**config.mk**
```make
export PLATFORM = sky130hd
export DESIGN_NAME = grid_access_arbiter
export DESIGN_NICKNAME = d
export VERILOG_FILES = /design/src/rtl/grid_access_arbiter.sv
export SDC_FILE = /design/constraint.sdc
export NUM_CORES = 1
export LEC_CHECK = 0
export BUFFER_PORTS_ARGS = -buffer_cell sky130_fd_sc_hd__clkbuf_2
export CELL_PAD_IN_SITES_DETAIL_PLACEMENT = 1
export CELL_PAD_IN_SITES_GLOBAL_PLACEMENT = 1
export CORE_MARGIN = 5
export CORE_UTILIZATION = 34
export CTS_CLUSTER_SIZE = 8
export DETAILED_ROUTE_END_ITERATION = 10
export MAX_ROUTING_LAYER = met4
export PLACE_DENSITY = 0.81
export SLEW_MARGIN = 25
export SYNTH_ARGS = -nofsm -noshare
export SYNTH_HDL_FRONTEND = slang
export SYNTH_SLANG_ARGS = --single-unit
```
**constraint.sdc**
```tcl
create_clock -name clk -period 3.78 [get_ports clk]
set_input_delay 0.378 -clock clk [delete_from_list [all_inputs] [get_ports clk]]
set_output_delay 0.378 -clock clk [all_outputs]
set_load 0.01 [all_outputs]
```
**src/rtl/grid_access_arbiter.sv**
```systemverilog
// grid_access_arbiter: shares the single-port 32x24 grid cell RAM between the
// display reader, the controller writer and the controller reader. Includes a
// starvation guard for controller requests, a two-stage read-return tag pipe
// and a full-grid clear sequencer. Out-of-field coordinates behave as ROCK walls.
module grid_access_arbiter #(
    parameter int GRID_X   = 32,
    parameter int GRID_Y   = 24,
    parameter int MAX_WAIT = 8,
    parameter int CELL_W   = 4
) (
    input  logic              clk,
    input  logic              rst,
    input  logic              disp_req,
    input  logic [4:0]        disp_x,
    input  logic [4:0]        disp_y,
    output logic              disp_gnt,
    output logic              disp_valid,
    output logic [CELL_W-1:0] disp_data,
    input  logic              wr_req,
    input  logic [CELL_W+31:0] wr_data,
    output logic              wr_gnt,
    input  logic              rd_req,
    input  logic [31:0]       rd_addr,
    output logic              rd_gnt,
    output logic              rd_valid,
    output logic [CELL_W-1:0] rd_data,
    input  logic              clr_start,
    output logic              clr_busy,
    output logic              ram_en,
    output logic              ram_we,
    output logic [9:0]        ram_addr,
    output logic [CELL_W-1:0] ram_wdata,
    input  logic [CELL_W-1:0] ram_rdata,
    output logic [7:0]        oob_cnt
);

    localparam int          WAIT_W    = $clog2(MAX_WAIT + 1);
    localparam logic [WAIT_W-1:0] WAIT_MAX = WAIT_W'(MAX_WAIT);
    localparam logic [9:0]  LAST_ADDR = 10'(GRID_X * GRID_Y - 1);
    localparam logic [CELL_W-1:0] ROCK = CELL_W'(2);

    typedef enum logic {RUN, CLEAR} state_t;

    state_t              state;
    logic [WAIT_W-1:0]   wait_cnt;
    logic                tag1_v, tag1_src, tag1_oob;
    logic                tag2_v, tag2_src, tag2_oob;
    logic [CELL_W-1:0]   disp_hold, rd_hold;

    logic                ctl_prio, any_gnt, in_field;
    logic [15:0]         sel_x, sel_y;
    logic [CELL_W-1:0]   sel_func;
    logic [9:0]          addr_n;

    // Grant selection: one grant per cycle, controller first once the guard trips
    always_comb begin
        disp_gnt = 1'b0;
        wr_gnt   = 1'b0;
        rd_gnt   = 1'b0;
        ctl_prio = (wait_cnt == WAIT_MAX) && (wr_req || rd_req);
        if (!rst && state == RUN && !clr_start) begin
            if (ctl_prio) begin
                if (wr_req)        wr_gnt   = 1'b1;
                else if (rd_req)   rd_gnt   = 1'b1;
                else if (disp_req) disp_gnt = 1'b1;
            end else begin
                if (disp_req)      disp_gnt = 1'b1;
                else if (wr_req)   wr_gnt   = 1'b1;
                else if (rd_req)   rd_gnt   = 1'b1;
            end
        end
        any_gnt = disp_gnt || wr_gnt || rd_gnt;
    end

    // Coordinates of the granted access and its linear RAM address
    always_comb begin
        sel_func = '0;
        if (wr_gnt) begin
            sel_x    = wr_data[CELL_W+31:CELL_W+16];
            sel_y    = wr_data[CELL_W+15:CELL_W];
            sel_func = wr_data[CELL_W-1:0];
        end else if (rd_gnt) begin
            sel_x = rd_addr[31:16];
            sel_y = rd_addr[15:0];
        end else begin
            sel_x = {11'b0, disp_x};
            sel_y = {11'b0, disp_y};
        end
        in_field = (sel_x < 16'(GRID_X)) && (sel_y < 16'(GRID_Y));
        addr_n   = sel_y[9:0] * 10'(GRID_X) + sel_x[9:0];
    end

    // Read return: the pulse and data come straight from the stage-2 tag and the
    // RAM output so they land two cycles after the grant; the last value is held
    always_comb begin
        disp_valid = tag2_v && !tag2_src;
        rd_valid   = tag2_v && tag2_src;
        disp_data  = disp_hold;
        rd_data    = rd_hold;
        if (disp_valid) disp_data = tag2_oob ? ROCK : ram_rdata;
        if (rd_valid)   rd_data   = tag2_oob ? ROCK : ram_rdata;
    end

    // FSM, RAM strobes, wait counter, tag pipe and out-of-field counter
    always_ff @(posedge clk or posedge rst) begin
        if (rst) begin
            state     <= RUN;
            wait_cnt  <= '0;
            tag1_v    <= 1'b0;
            tag1_src  <= 1'b0;
            tag1_oob  <= 1'b0;
            tag2_v    <= 1'b0;
            tag2_src  <= 1'b0;
            tag2_oob  <= 1'b0;
            disp_hold <= '0;
            rd_hold   <= '0;
            clr_busy  <= 1'b0;
            ram_en    <= 1'b0;
            ram_we    <= 1'b0;
            ram_addr  <= '0;
            ram_wdata <= '0;
            oob_cnt   <= '0;
        end else begin
            // tag pipe keeps shifting in CLEAR so earlier reads still return
            tag1_v   <= any_gnt && !wr_gnt;
            tag1_src <= rd_gnt;
            tag1_oob <= !in_field;
            tag2_v   <= tag1_v;
            tag2_src <= tag1_src;
            tag2_oob <= tag1_oob;
            if (disp_valid) disp_hold <= disp_data;
            if (rd_valid)   rd_hold   <= rd_data;

            case (state)
                RUN: begin
                    if (wr_gnt || rd_gnt || !(wr_req || rd_req))
                        wait_cnt <= '0;
                    else if (wait_cnt != WAIT_MAX)
                        wait_cnt <= wait_cnt + 1'b1;

                    if (clr_start) begin
                        // the first clear write is issued on entry so the strobes
                        // line up with clr_busy for addresses 0..LAST_ADDR
                        state     <= CLEAR;
                        clr_busy  <= 1'b1;
                        ram_en    <= 1'b1;
                        ram_we    <= 1'b1;
                        ram_addr  <= '0;
                        ram_wdata <= '0;
                    end else begin
                        ram_en <= any_gnt && in_field;
                        ram_we <= wr_gnt && in_field;
                        if (any_gnt && in_field) ram_addr  <= addr_n;
                        if (wr_gnt && in_field)  ram_wdata <= sel_func;
                        if (any_gnt && !in_field && oob_cnt != 8'hFF)
                            oob_cnt <= oob_cnt + 1'b1;
                    end
                end
                CLEAR: begin
                    if (ram_addr == LAST_ADDR) begin
                        state    <= RUN;
                        clr_busy <= 1'b0;
                        ram_en   <= 1'b0;
                        ram_we   <= 1'b0;
                    end else begin
                        ram_addr <= ram_addr + 1'b1;
                    end
                end
                default: state <= RUN;
            endcase
        end
    end

endmodule
```
# After elaboration in Yosys (flattened, before gate mapping)
# Index checks and enable logic that the tools add are counted.
[op_classes] n_reduce_logical=29 mul=0 shift=0 bitwise_logic=2 eq_ne=8 magnitude_cmp=2 n_div=0 add_sub_neg=4 mux=40
[ops] cell="$mux 16" count=4
[ops] cell="$mux 4" count=8
[ops] cell="$mux 10" count=3
[ops] cell="$mux 1" count=20
[ops] cell="$pmux 10 s2" count=1
[ops] cell="$lt 16x5->1 const B" count=1
[ops] cell="$lt 16x6->1 const B" count=1
[ops] cell="$logic_and 1x1->1" count=11
[ops] cell="$add 10x1->10 const B" count=1
[ops] cell="$add 10x10->10" count=1
[ops] cell="$eq 10x10->1 const B" count=1
[ops] cell="$add 8x1->8 const B" count=1
[ops] cell="$ne 8x8->1 const B" count=1
[ops] cell="$pmux 1 s2" count=4
[ops] cell="$reduce_and 2->1" count=4
[ops] cell="$logic_not 1->1" count=6
[ops] cell="$logic_or 1x1->1" count=5
[ops] cell="$add 4x1->4 const B" count=1
[ops] cell="$eq 4x4->1 const B" count=1
[ops] cell="$ne 2x2->1 const B" count=2
[ops] cell="$ne 4x4->1 const B" count=1
[ops] cell="$reduce_bool 2->1" count=2
[ops] cell="$ne 3x2->1 const B" count=1
[ops] cell="$reduce_and 3->1" count=1
[ops] cell="2 further kinds" count=3
[totals] elab_cells=101 memories=0 input_bits=88 ramBits=0 out_inout_bits=38 regBits=44 mem_bits_ro=0 latch_bits=0

# Longest topological paths before layout
[logic_depth] ltp_word=13 depth_mapped=15

# Least setup slack after synthesis
# No wires, ideal clock.
[synth_path] path_kind="register to register" start="reg wait_cnt[0]" end="reg ram_addr[9]" path_stages_with_launch=16 t_arrival_ps=3163 n_path_buf=1 slack_ps=491 t_required_ps=3654 cell_sequence="dfrtp_1 -> inv_1 -> ha_1 -> nand3b_1 -> a21oi_1 -> nand2_1 -> clkbuf_1 -> nor2_1 -> a31oi_1 -> ha_1 -> fa_1 -> a21o_1 -> a21oi_1 -> xnor2_1 -> xnor2_1 -> a221o_1"
[synth_between] elab_chain_cells=11 elab_cells_between_ends=24
[synth_lines] item="start, declared" line="45" source="logic [WAIT_W-1:0] wait_cnt;"
[synth_lines] item="start signal, assigned" line="139" source="wait_cnt <= wait_cnt + 1'b1;"
[synth_lines] item="$eq 4x4->1 *" line="60" source="ctl_prio = (wait_cnt == WAIT_MAX) && (wr_req || rd_req);"
[synth_lines] item="$logic_and 1x1->1 *" line="60"
[synth_lines] item="$mux 1" line="62" source="if (ctl_prio) begin"
[synth_lines] item="$mux 1" line="61" source="if (!rst && state == RUN && !clr_start) begin"
[synth_lines] item="$mux 16" line="82" source="end else if (rd_gnt) begin"
[synth_lines] item="$mux 16" line="78" source="if (wr_gnt) begin"
[synth_lines] item="$lt 16x6->1 / $lt 16x5->1 (equally long branches)" line="89" source="in_field = (sel_x < 16'(GRID_X)) && (sel_y < 16'(GRID_Y));"
[synth_lines] item="$logic_and 1x1->1" line="89"
[synth_lines] item="$logic_and 1x1->1" line="153" source="if (any_gnt && in_field) ram_addr <= addr_n;"
[synth_lines] item="$ne 3x2->1 (no line)"
[synth_lines] item="$reduce_and 2->1 (no line)"
[synth_lines] item="end signal, assigned" line="153"
[synth_lines] item="end signal, assigned" line="166" source="ram_addr <= ram_addr + 1'b1;"
[synth_lines] item="end, declared" line="31" source="output logic [9:0] ram_addr,"
# Every way passes the cells marked *; elsewhere a longest branch is shown, timed or not. The select of a mux whose other input is x is not followed.
# A chain may end at the register's enable or synchronous reset.

# Final worst setup path
# Same ends and word-level chain as after synthesis.

==> impl_metrics.yaml <==
worst_setup_path:
  cp-end-kind: "flop"
  r2r_cells: 16
  r2r_end: "ram_addr[9]$_DFFE_PP0P_"
  crit_chain: "inv_1, ha_1, nand3b_1, a21oi_1, buf_4, nand2_1, buf_4, inv_1, a22o_1, ha_1, fa_1, a21o_1, a21oi_1, xnor2_1, xnor2_1, a221o_1"
  start_kind: "flop"
  crit_fanout: 6
  r2r_start: "wait_cnt[0]$_DFFE_PP0P_"
  critPathKind: "flop to flop"
  arrival_ps: 3520
  r2r_slack_ps: 460
  required_ps: 3970
  slowest_delay_ps: 410
  crit_path_top_delay_cell: "fa_1"
detailed_routing:
  via_per_inst: 5.18
  via_count: 2743
  dr.pass1.iters: 4
  route.detailed.drc: 0
  ant_nets: 0
  drt_iter0_markers: 63
  wirelength_um: 8390
  wl_per_cell_um: 15.8
clock_network:
  cts.sinks: 44
  hold_buffers: 0
  post_cts_resized: 0
  insertion_delay_ps: 300
  cts.path.max_buffers: 2
  post_cts_buffers: 0
  clockRootBuffer: "clkbuf_8"
  cts_tree: "built"
  cts_htree_levels: 2
  numCtsBuffers: 5
  clkTransAtPathRegs_ps: 90
global_routing:
  antenna_found_initial: 0
  grt_pass1_wl_um: 14300
  grt_pass1_vias: 3015
  grt_max_degree: 45
  globalRouteTotalUtil_pct: 18.1
  overflow: 0
synthesis:
  yosysUniqueCellTypes: 53
  ys_ff_latch: 44
  synthesis.nets: 395
  yosysWarnings: 0
  yosysSeqAreaShare_pct: 40.5
  syn-cell-area_mm2: 0.00272
  synth-edff-count: 0
  syn_area_per_cell_um2: 9.12
  ys.flop_type: "dfrtp_1"
  async_flop_share_pct: 100
  postSynthCellCount: 298
sta:
  rsz0062_at_grt: "false"
  setup_tns_ps: 0
  slew_viol_final: 0
  fmax_mhz: 301
  finalHoldViolCount: 0
  period_minus_slack_ps: 3320
  tightest_slew_ps: 763
  slew_headroom_pct: 49.1
  setup_violations: 0
  finClkSkew_ps: 7.76
  fin_crit_sh_pct: 87.9
status:
  status: "complete, no violations"
place:
  port_buffers: 125
  dp_hpwl_um: 6990
  gp_congestion: 0.852
  dpl_cell_area_mm2: 0.00346
floorplanning:
  start_util_pct: 35.0
  rows: 32
  ios: 126
  dieArea_mm2: 0.00988
  fp.coreArea_mm2: 0.00777
  die-width_um: 99.4
  die_height_um: 99.4
cells_and_area:
  diodes: 0
  final_area_mm2: 0.00356
  syn_to_final_growth_pct: 31.0
  nNetsFinal: 524
  drive_gt1_share_pct: 35.5
power_and_ir_drop:
  clkPwrFrac_pct: 25.2
  powerDensity_mw_per_mm2: 351
  peakVddDrop_v: 0.000198
  intPower_uw: 843
  sequentialPowerShare_pct: 48.1
  p_sw_share_pct: 32.4
  p_leak_uw: 0.00180
  power_switching_uw: 404
  pwr-share-comb_pct: 26.8
run:
  maxCapViolCount: 0
worst_hold_path:
  min_path_type: "primary input to asynchronous set/reset pin"
[layer usage]
metal  up-vias  global-route usage, %  routed length, µm
met1      1318                   21.1               3500
met5         -                      -                  0
li1       1338                      -                  -
met2        77                   32.5               4430
met3        10                   2.38                345
met4         0                   5.25                112
[through the flow]
stage                     setup WS [ps]  std cells  hold slack [ps]  util [%]  power (µW)
final                               456        530              205      45.8        1250
after global routing                206        530              266      45.8        1320
after CTS                           425        530              283      45.8        1270
after detailed placement            425        522              338      44.6         945
after global placement              538        522              334      44.6         931
after floorplan                     491        298              331         -         783
[cell type report]
cell class / count / area (µm²)
Clock buffer: 7 / 86.3
Timing Repair Buffer: 130 / 663
Tap cell: 102 / 128
Sequential cell: 44 / 1100
Multi-Input combinational cell: 227 / 1500
Fill cell: 955 / 4210
Inverter: 19 / 72.6
Clock inverter: 1 / 7.51
[critical path, delay by kind of cell, from the launching register on]
kind / cells / cell delay [ps]
AOI/OAI and AO/OA: 5 / 1030
xor gates and xnor gates: 2 / 250
adders and majority gates: 3 / 830
buffers and inverters: 4 / 510
DFF: 1 / 400
and+or+nand+nor: 2 / 210
[cell usage after synthesis (2+ instances only)]
| cell | instances | area (µm²) |
|---|---|---|
| inv_1 | 19 | 71.3 |
| ha_1 | 8 | 100 |
| a211oi_1 | 3 | 22.5 |
| nor4_1 | 9 | 56.3 |
| o22ai_1 | 5 | 31.3 |
| a22oi_1 | 2 | 15.0 |
| a22o_1 | 4 | 35.0 |
| dfrtp_1 | 44 | 1100 |
| o21a_1 | 2 | 15.0 |
| and2_1 | 3 | 18.8 |
| xor2_1 | 2 | 17.5 |
| nand2_1 | 33 | 124 |
| o21ai_0 | 28 | 140 |
| a21oi_1 | 10 | 50.1 |
| mux2i_1 | 6 | 60.1 |
| nor2_1 | 26 | 97.6 |
| nand4_1 | 6 | 37.5 |
| a31oi_1 | 6 | 37.5 |
| nand2b_1 | 5 | 31.3 |
| a221o_1 | 4 | 40.0 |
| nor3_1 | 6 | 30.0 |
| nand3_1 | 5 | 25.0 |
| buf_6 | 2 | 22.5 |
| xnor2_1 | 14 | 123 |
| or2_2 | 2 | 12.5 |
| mux2_2 | 4 | 45.0 |
| clkbuf_1 | 6 | 22.5 |
| nand3b_1 | 3 | 22.5 |
| a21o_1 | 2 | 15.0 |
| and3_1 | 5 | 31.3 |
| o211ai_1 | 2 | 15.0 |
[cell usage in the layout, fill, tap and decap left out, types with 6 or more instances in the layout]
| cell | synthesis | layout |
|---|---|---|
| a21oi_1 | 10 | 10 |
| a31oi_1 | 6 | 6 |
| clkbuf_2 | 0 | 125 |
| clkbuf_8 | 0 | 6 |
| dfrtp_1 | 44 | 44 |
| ha_1 | 8 | 8 |
| inv_1 | 19 | 18 |
| mux2i_1 | 6 | 6 |
| nand2_1 | 33 | 33 |
| nand4_1 | 6 | 6 |
| nor2_1 | 26 | 26 |
| nor3_1 | 6 | 6 |
| nor4_1 | 9 | 9 |
| o21ai_0 | 28 | 28 |
| xnor2_1 | 14 | 14 |
[state kept, by name, summed over array words and instances (netlist names), 4 cells and up]
register	flops
ram_addr	10
disp_hold	4
wait_cnt	4
rd_hold	4
ram_wdata	4
oob_cnt	8
[kinds of logic (layout without fill, tap and decap cells)]
group | count (synthesis) | in the layout | synth area share (%)
compound gates | 81 | 81 | 21.4
xor+xnor | 16 | 16 | 5.16
fa+ha+maj | 9 | 9 | 4.42
buf+inv | 27 | 157 | 4.28
flops | 44 | 44 | 40.5
mux | 10 | 10 | 3.87
simple gates | 111 | 111 | 20.3
[how the worst max path moves through the flow]
| stage | startpoint | end | slack, ps |
|---|---|---|---|
| after global placement | clr_start | ram_addr[9]$_DFFE_PP0P_ | 540 |
| after CTS | wait_cnt[0]$_DFFE_PP0P_ | ram_addr[9]$_DFFE_PP0P_ | 430 |
| after detailed placement | clr_start | ram_addr[9]$_DFFE_PP0P_ | 420 |
| final | wait_cnt[0]$_DFFE_PP0P_ | ram_addr[9]$_DFFE_PP0P_ | 460 |
| after global routing | wait_cnt[0]$_DFFE_PP0P_ | ram_addr[9]$_DFFE_PP0P_ | 210 |
| after floorplan | wait_cnt[0]$_DFFE_PP0P_ | ram_addr[9]$_DFFE_PP0P_ | 490 |
[power groups by stage]
stage          Clock, µW  Combinational (µW)  Sequential, µW
5_1_grt              345                 370             609
3_5_place_dp           0                 339             605
4_1_cts              329                 340             597
6_report             314                 334             599
2_1_floorplan          0                 173             609
3_3_place_gp           0                 328             603
(Power assumes the default switching activity.)
